[config.mk]
export PLATFORM = sky130hd
export DESIGN_NAME = mat_mult_mac
export DESIGN_NICKNAME = d
export VERILOG_FILES = /design/src/rtl/mat_mult_pkg.sv /design/src/rtl/mat_mult_mac_lane.sv /design/src/rtl/mat_mult_mac.sv
export SDC_FILE = /design/constraint.sdc
export NUM_CORES = 2
export LEC_CHECK = 0
export ABC_AREA = 0
export CELL_PAD_IN_SITES_DETAIL_PLACEMENT = 2
export CELL_PAD_IN_SITES_GLOBAL_PLACEMENT = 2
export CORE_AREA = 2 2 531 269
export CTS_BUF_LIST = sky130_fd_sc_hd__clkbuf_8
export DETAILED_ROUTE_END_ITERATION = 7
export DIE_AREA = 0 0 533 271
export PLACE_DENSITY_LB_ADDON = 0.1
export SLEW_MARGIN = 20
export SYNTH_ARGS = -nofsm -noshare
export SYNTH_HDL_FRONTEND = slang
export SYNTH_HIERARCHICAL = 1
export SYNTH_SLANG_ARGS = --single-unit
[constraint.sdc]
create_clock -name clk -period 10.8 [get_ports clk]
set_input_delay 3.24 -clock clk [delete_from_list [all_inputs] [get_ports clk]]
set_output_delay 3.24 -clock clk [all_outputs]
set_load 0.005 [all_outputs]
[src/rtl/mat_mult_pkg.sv]
// Shared types and packing helpers for the sequential N x N matrix multiplier.
// Matrices travel as row-major, MSB-first flattened buses.
package mat_mult_pkg;

   typedef enum logic [1:0] {
      IDLE = 2'd0,
      COMP = 2'd1,
      DONE = 2'd2
   } state_t;

   function automatic int calcRw(input int n, input int dw);
      return 2 * dw + $clog2(n);
   endfunction

   function automatic int busWidth(input int n, input int w);
      return n * n * w;
   endfunction

   // Element (0,0) sits in the top w bits, so the LSB index counts down from the top.
   function automatic int elemLsb(input int r, input int c, input int w, input int n);
      return (n * n - 1 - (r * n + c)) * w;
   endfunction

endpackage

[src/rtl/mat_mult_mac_lane.sv]
// One MAC lane: a single DW x DW multiplier feeding an RW-bit accumulator.
// o_sum is the running total including the current product.
module mac_lane #(
   parameter int DW     = 8,
   parameter int RW     = 18,
   parameter int SIGNED = 0
) (
   input  logic          clk,
   input  logic          reset_n,
   input  logic          i_clear,
   input  logic          i_en,
   input  logic [DW-1:0] i_a,
   input  logic [DW-1:0] i_b,
   output logic [RW-1:0] o_sum
);

   logic [RW-1:0] r_accum;
   logic [RW-1:0] w_prodExt;

   // Operands are widened to 2*DW before multiplying so the product is exact.
   if (SIGNED != 0) begin : g_signed
      logic signed [2*DW-1:0] w_aS;
      logic signed [2*DW-1:0] w_bS;
      logic signed [2*DW-1:0] w_prod;
      assign w_aS      = (2*DW)'($signed(i_a));
      assign w_bS      = (2*DW)'($signed(i_b));
      assign w_prod    = w_aS * w_bS;
      assign w_prodExt = RW'(w_prod);
   end else begin : g_unsigned
      logic [2*DW-1:0] w_aU;
      logic [2*DW-1:0] w_bU;
      logic [2*DW-1:0] w_prod;
      assign w_aU      = (2*DW)'(i_a);
      assign w_bU      = (2*DW)'(i_b);
      assign w_prod    = w_aU * w_bU;
      assign w_prodExt = RW'(w_prod);
   end

   assign o_sum = r_accum + w_prodExt;

   always_ff @(posedge clk) begin
      if (!reset_n || i_clear) begin
         r_accum <= '0;
      end else if (i_en) begin
         r_accum <= o_sum;
      end
   end

endmodule

[src/rtl/mat_mult_mac.sv]
// Sequential N x N matrix multiplier, C = A*B or C = C_prev + A*B.
// N MAC lanes (one per output column) step through k and rows, one (row,k) per cycle.
module mat_mult_mac
   import mat_mult_pkg::*;
#(
   parameter int N      = 4,
   parameter int DW     = 8,
   parameter int SIGNED = 0,
   parameter int RW     = calcRw(N, DW)
) (
   input  logic                        clk,
   input  logic                        reset_n,
   input  logic                        start,
   input  logic                        acc,
   input  logic                        abort,
   input  logic [busWidth(N, DW)-1:0]  A_mat,
   input  logic [busWidth(N, DW)-1:0]  B_mat,
   output logic                        busy,
   output logic                        done,
   output logic                        valid,
   output logic [busWidth(N, RW)-1:0]  result
);

   localparam int             KW   = $clog2(N);
   localparam logic [KW-1:0]  LAST = KW'(N - 1);

   state_t                      r_state;
   state_t                      w_nextState;
   logic [busWidth(N, DW)-1:0]  r_aMat;
   logic [busWidth(N, DW)-1:0]  r_bMat;
   logic                        r_acc;
   logic [KW-1:0]               r_row;
   logic [KW-1:0]               r_k;
   logic [RW-1:0]               r_work   [N][N];
   logic [RW-1:0]               r_result [N][N];
   logic                        r_done;
   logic                        r_valid;

   logic [DW-1:0]               w_aArr [N][N];
   logic [DW-1:0]               w_bArr [N][N];
   logic [RW-1:0]               w_sum  [N];
   logic                        w_lastK;
   logic                        w_lastStep;
   logic                        w_laneClear;
   logic                        w_laneEn;

   for (genvar r = 0; r < N; r++) begin : g_row
      for (genvar c = 0; c < N; c++) begin : g_col
         assign w_aArr[r][c] = r_aMat[elemLsb(r, c, DW, N) +: DW];
         assign w_bArr[r][c] = r_bMat[elemLsb(r, c, DW, N) +: DW];
         assign result[elemLsb(r, c, RW, N) +: RW] = r_result[r][c];
      end
   end

   assign w_lastK     = (r_k == LAST);
   assign w_lastStep  = w_lastK && (r_row == LAST);
   assign w_laneEn    = (r_state == COMP);
   assign w_laneClear = ((r_state == IDLE) && start) || ((r_state == COMP) && w_lastK);

   // Lane c forms column c of the current row: sum over k of A[row][k]*B[k][c].
   for (genvar c = 0; c < N; c++) begin : g_lane
      mac_lane #(
         .DW     (DW),
         .RW     (RW),
         .SIGNED (SIGNED)
      ) u_lane (
         .clk     (clk),
         .reset_n (reset_n),
         .i_clear (w_laneClear),
         .i_en    (w_laneEn),
         .i_a     (w_aArr[r_row][r_k]),
         .i_b     (w_bArr[r_k][c]),
         .o_sum   (w_sum[c])
      );
   end

   always_ff @(posedge clk) begin
      if (!reset_n) begin
         r_state <= IDLE;
      end else begin
         r_state <= w_nextState;
      end
   end

   always_comb begin
      w_nextState = r_state;
      case (r_state)
         IDLE:    if (start) w_nextState = COMP;
         COMP: begin
            if (abort) begin
               w_nextState = IDLE;
            end else if (w_lastStep) begin
               w_nextState = DONE;
            end
         end
         DONE:    w_nextState = IDLE;
         default: w_nextState = IDLE;
      endcase
   end

   // Result stays frozen until DONE so accumulate mode adds onto the pre-job value.
   always_ff @(posedge clk) begin
      if (!reset_n) begin
         r_aMat  <= '0;
         r_bMat  <= '0;
         r_acc   <= 1'b0;
         r_row   <= '0;
         r_k     <= '0;
         r_done  <= 1'b0;
         r_valid <= 1'b0;
         for (int r = 0; r < N; r++) begin
            for (int c = 0; c < N; c++) begin
               r_work[r][c]   <= '0;
               r_result[r][c] <= '0;
            end
         end
      end else begin
         r_done <= 1'b0;
         case (r_state)
            IDLE: begin
               if (start) begin
                  r_aMat  <= A_mat;
                  r_bMat  <= B_mat;
                  r_acc   <= acc;
                  r_row   <= '0;
                  r_k     <= '0;
                  r_valid <= 1'b0;
               end
            end
            COMP: begin
               if (abort) begin
                  r_valid <= 1'b0;
               end else if (w_lastK) begin
                  for (int c = 0; c < N; c++) begin
                     r_work[r_row][c] <= w_sum[c] + (r_acc ? r_result[r_row][c] : '0);
                  end
                  r_k   <= '0;
                  r_row <= r_row + KW'(1);
               end else begin
                  r_k <= r_k + KW'(1);
               end
            end
            DONE: begin
               if (abort) begin
                  r_valid <= 1'b0;
               end else begin
                  r_result <= r_work;
                  r_done   <= 1'b1;
                  r_valid  <= 1'b1;
               end
            end
            default: ;
         endcase
      end
   end

   assign busy  = (r_state != IDLE);
   assign done  = r_done;
   assign valid = r_valid;

endmodule

### Yosys cells after proc, flatten, opt, wreduce, memory -nomap -nowiden

Cells that the tools add are included.

* register bits after elaboration: 913
* input port bits: 261
* output and inout port bits: 291
* word-level logic and storage cells: 135

* add/sub/neg operators: 10
* $mul: 4
* $lt $le $gt $ge: 3
* eq/ne operators: 9
* muxes and demuxes: 43
* bitwise operators: 3
* reduce and logical (&&, ||, !) cells: 19

Operator list (count)
* $bwmux 288: 4
* $demux 72 s2: 4
* $mux 72: 3
* $bmux 72 s2: 1
* $bmux 32 s2: 2
* $mux 32: 4
* $mux 18: 5
* $add 18x16->18: 4
* $add 18x18->18: 4
* $mul 8x8->16: 4
* $mux 54: 1
* $mux 36: 1
* $bmux 8 s2: 1
* $mux 2: 8
* $mux 8: 2
* $pmux 2 s2: 3
* $reduce_and 3->1: 3
* $ne 2x2->1 const B: 4
* $reduce_and 2->1: 4
* $eq 2x2->1 const B: 3
* $ge 3x3->1 const B: 2
* $not 2->3: 2
* $add 2x1->2 const B: 2
* $logic_and 1x1->1: 4
* 12 further kinds: 16

### Logic depth before layout (Yosys ltp)

* depth in word-level cells: 14
* depth in mapped cells: 30
* depth with buffers taken out: 26

### Modules after synthesis

The synthesis kept the hierarchy.

By module, submodules not included
* mat_mult_mac: instances 1, cells an instance 4292, area an instance 36178.4 um^2, seq. area each 16836.1 um^2
* mac_lane at g_lane[2].u_lane: instances 1, cells an instance 410, area an instance 3532.1 um^2, seq. area each 360.3 um^2
* mac_lane at g_lane[3].u_lane: instances 1, cells an instance 415, area an instance 3484.6 um^2, seq. area each 360.3 um^2
* mac_lane at g_lane[0].u_lane: instances 1, cells an instance 400, area an instance 3429.5 um^2, seq. area each 360.3 um^2
* mac_lane at g_lane[1].u_lane: instances 1, cells an instance 403, area an instance 3402.0 um^2, seq. area each 360.3 um^2

### Worst setup path after synthesis

Ideal clock, no wire load.

* kind: flip-flop to flip-flop
* start: register r_row[0]
* end: register r_work[268] in the netlist's numbering
* library setup time: 115 ps
* data arrival time: 7528 ps
* data required time: 10685 ps
* setup slack: 3158 ps
* stages on the path, launching flop included: 27
* path buffers: 2
* clock period less this slack: 7642 ps
* cells stage by stage: dfxtp_1 buf_2 buf_2 mux4_2 mux4_2 and2_1 fa_1 fa_1 inv_1 fa_1 fa_1 inv_1 ha_1 a21o_2 a21oi_1 a21oi_2 or3_2 and2_1 ha_1 o21a_1 a21oi_2 o21ai_1 a311o_1 o31a_1 mux2i_2 a21oi_1 o21a_1

RTL lines
* start, declared: line mat_mult_mac.sv:32 `logic [KW-1:0] r_row;`
* start signal, assigned: line mat_mult_mac.sv:138 `r_row <= r_row + KW'(1);`
* end signal, assigned by index: line mat_mult_mac.sv:135 `r_work[r_row][c] <= w_sum[c] + (r_acc ? r_result[r_row][c] : '0);`
* end, declared: line mat_mult_mac.sv:34 `logic [RW-1:0] r_work [N][N];`

==> metrics.md <==
| Metric | Value |
|---|---|
| CP most frequent cell | fa_1 |
| Die Ht | 271 microns |
| CP Buf/Inv Count | 3 |
| EDFF count, synth | 0 |
| Top Metal Used | met4 |
| Syn_area_per_cell | 8.45 sq um |
| Worst IR Drop VDD | 0.0795 mV |
| FF-to-FF End | r_work[286] |
| Initial antenna violation count | 9 |
| R2R Setup Slk | 1.94 ns |
| Final nets | 7007 |
| Gr ovfl total | 0 |
| Placed insts | 8040 |
| RSZ-0062 raised after global routing | no |
| CP max stage delay | 0.83 ns |
| Clk_skew | 0.0556 ns |
| Hold Startpoint | r_work[264] |
| Slew Limit Fails | 0 |
| Vias in the first global route | 49200 |
| DP HPWL | 150 mm |
| Synth cell types | 106 |
| Maxcap violations | 0 |
| RePlAce Congestion | 0.874 |
| Worst-path cell with the longest stage delay | mux4_2 |
| First-pass GRT wire length | 309 mm |
| R2R depth | 23 |
| Routed wire length | 204 mm |
| Startpoint types | register |
| Inserted Clock Buffers | 148 |
| Worst Path Arrival | 9.56 ns |
| All-layer global routing usage | 0.278 |
| Post-synthesis cell area | 0.0500 sq mm |
| Rows | 97 |
| Post-synth top cells | 1554 x nand2_1, 913 x dfxtp_1, 682 x a21oi_1 |
| Synthesized flop and latch total | 913 |
| Crit path required time | 11.51 ns |
| Mapped Cells | 5920 |
| Hold buffers post-CTS | 0 |
| Post-CTS sizing | 0 |
| Pin count of the biggest net entering global routing | 187 |
| Slew @ Worst Pin | 1.12 ns |
| Vias | 44500 |
| Metal-1 WL | 94.3 mm |
| Hold endpoint | result[264] |
| DR WL met3 | 6.87 mm |
| Share of layout cells above drive strength 1 | 0.0733 |
| Syn_nets | 6618 |
| Final hold viol count | 0 |
| Pwr Density | 124 mW/mm^2 |
| Vias per cell | 5.36 |
| Setup Fix Bufs, Post-CTS | 0 |
| Clock Pin Slew Worst Setup and Hold Paths | 0.07 ns |
| Non-filler cells, final | 8304 |
| Final Cell Area | 0.0599 sq mm |
| Top-level I/O count | 552 |
| Worst rel slew slack | 0.256 |
| Max Clk Rate | 113 MHz |
| Core area | 0.139 sq mm |
| Final worst path period share | 0.820 |
| Area contributors post-synth | dfxtp_1 37%, nand2_1 12%, fa_1 8.2% |
| CP endpoint kind | register |
| Sequential fraction of the synthesis area | 0.365 |
| Synth-to-Final Area Change | 19.8% |
| Final setup vio count | 0 |
| PortBufs | 551 |
| Die X | 533 microns |
| Most frequent cell after synthesis | nand2_1 |
| Critical path's top delay family | adder cells |
| CTS root buf | clkbuf_8 |
| Clock sink count | 913 |
| CP Class | reg -> reg |
| Placed cell area | 0.0570 sq mm |
| Setup TNS | 0 ns |
| Clock Tree Buf Depth | 3 |
| CP Cell Sequence | mux4_2 > mux4_2 > buf_4 > and2_1 > fa_1 > fa_1 > fa_1 > inv_1 > fa_1 > inv_1 > ha_1 > a211oi_1 > o21a_1 > o21ai_0 > o31ai_1 > xnor2_1 > ha_1 > a21o_1 > a21oi_1 > nor2b_1 > a211o_1 > a31oi_1 > o311ai_0 |
| Clock period minus worst slack | 8.86 ns |
| Ys async rst share | 0 |
| WL met2 | 98.8 mm |
| WHS | 0.442 ns |
| WL/cell | 24.6 microns |
| Pleak | 23.7 nW |
| Initial core utilization | 0.359 |
| Number of routed nets with antenna violations | 0 |
| Area leader, netlist | dfxtp_1 |
| Main synth FF type | dfxtp_1 |
| Die footprint | 0.144 sq mm |
| Outcome | completed |
| Cells on Worst Hold Path | 2 |
| RR Startpoint | r_row[0] |
| TritonCTS clock tree | done |
| H-tree level count | 4 |
| Worst-Skew Late Latency | 0.91 ns |
| Iter 0 DRT Violations | 2525 |
| Worst min path class | reg -> reg |
| Ys Warns | 6 |
| Util after Layout | 0.430 |
| DRC | 0 |
| Initial DRT Pass Iterations | 5 |
| Top-area cell type share of the netlist area | 0.365 |
| Critical path peak fanout | 34 |
power by group:
group | total, mW | switching [mW] | internal, mW
Sequential | 3.48 | 0.0496 | 3.43
Combinational | 0.790 | 0.509 | 0.281
Clock | 3.18 | 1.59 | 1.59
cell usage in the layout, fill, tap and decap left out, types with 23 or more instances in the layout:
cell,Yosys,final
a211oi_1,31,31
clkdlybuf4s50_1,0,550
buf_4,1,44
a21boi_0,139,139
o21ai_0,131,131
nand3_1,73,73
and2_1,247,245
mux4_2,142,142
dfxtp_1,913,908
a21o_1,48,48
nor3_1,23,23
xor2_1,38,38
inv_1,394,434
nor2b_1,26,26
nor2_1,257,256
mux2i_1,44,44
o21a_1,37,37
nand4_1,25,25
xnor2_1,68,68
fa_1,204,204
clkbuf_8,3,180
nand2_1,1554,1548
a21oi_1,682,682
ha_1,233,233
layout make-up:
type / instances / area [sq um]
antenna: 12 / 30.0
clock buffer: 179 / 2460
clock inverter: 73 / 498
fill: 15300 / 79500
inverter: 396 / 1490
multi-input combinational: 4249 / 28900
sequential: 913 / 18300
tap: 1881 / 2350
timing repair buffer: 601 / 5960
per-stage QoR:
| stage | power (mW) | setup slack, ns |
|---|---|---|
| after floorplan | 3.97 | 3.16 |
| after detailed placement | 4.34 | 2.10 |
| after CTS | 7.52 | 2.05 |
| after global placement | 4.30 | 2.45 |
| after global routing | 7.76 | 1.54 |
| final | 7.44 | 1.94 |
cells by family (layout without fill, tap and decap cells):
| family | Yosys count | in the layout | share of synthesized area |
|---|---|---|---|
| flip-flops | 913 | 913 | 0.365 |
| AO/OA/AOI/OAI | 1214 | 1214 | 0.145 |
| XOR/XNOR | 109 | 109 | 0.0198 |
| buffers and inverters | 758 | 1249 | 0.0591 |
| multiplexers | 194 | 194 | 0.0746 |
| adder cells (fa/ha/maj) | 437 | 437 | 0.140 |
| other | 0 | 12 | 0 |
| AND/OR/NAND/NOR | 2295 | 2295 | 0.196 |
routing by layer:
layer,vias to the layer above,track usage
li1,20400,-
met1,23200,0.375
met2,746,0.471
met3,239,0.0345
met4,0,0.0705
met5,-,0
state kept, by name (all words and copies together) (netlist names):
register,count
r_k,2
r_bMat,128
r_state,2
r_row,2
valid,1
done,1
g_lane.u_lane/r_accum,72
r_acc,1
r_aMat,128
result,288
r_work,288
how the worst max path moves through the flow:
stage / from / endpoint / slack [ns] / cells past startpoint
finish: r_row[0] / r_work[286] / 1.94 / 23
global route: r_row[0] / r_work[286] / 1.54 / 25
CTS: r_row[0] / r_work[286] / 2.05 / 24
detailed placement: r_row[0] / r_work[214] / 2.10 / 24
global placement: r_row[0] / r_work[32] / 2.45 / 25
floorplan: r_row[0] / r_work[268] / 3.16 / 26
worst reg2reg max path, stage by stage (launching register included):
cell and delay (ns):
dfxtp_4 0.76, mux4_2 0.62, mux4_2 0.83, buf_4 0.38
and2_1 0.20, fa_1 0.49, fa_1 0.55, fa_1 0.52
inv_1 0.07, fa_1 0.54, inv_1 0.05, ha_1 0.37
a211oi_1 0.28, o21a_1 0.26, o21ai_0 0.21, o31ai_1 0.34
xnor2_1 0.15, ha_1 0.43, a21o_1 0.22, a21oi_1 0.15
nor2b_1 0.09, a211o_1 0.28, a31oi_1 0.60, o311ai_0 0.29
No activity file was read; power rests on OpenSTA's default activity.
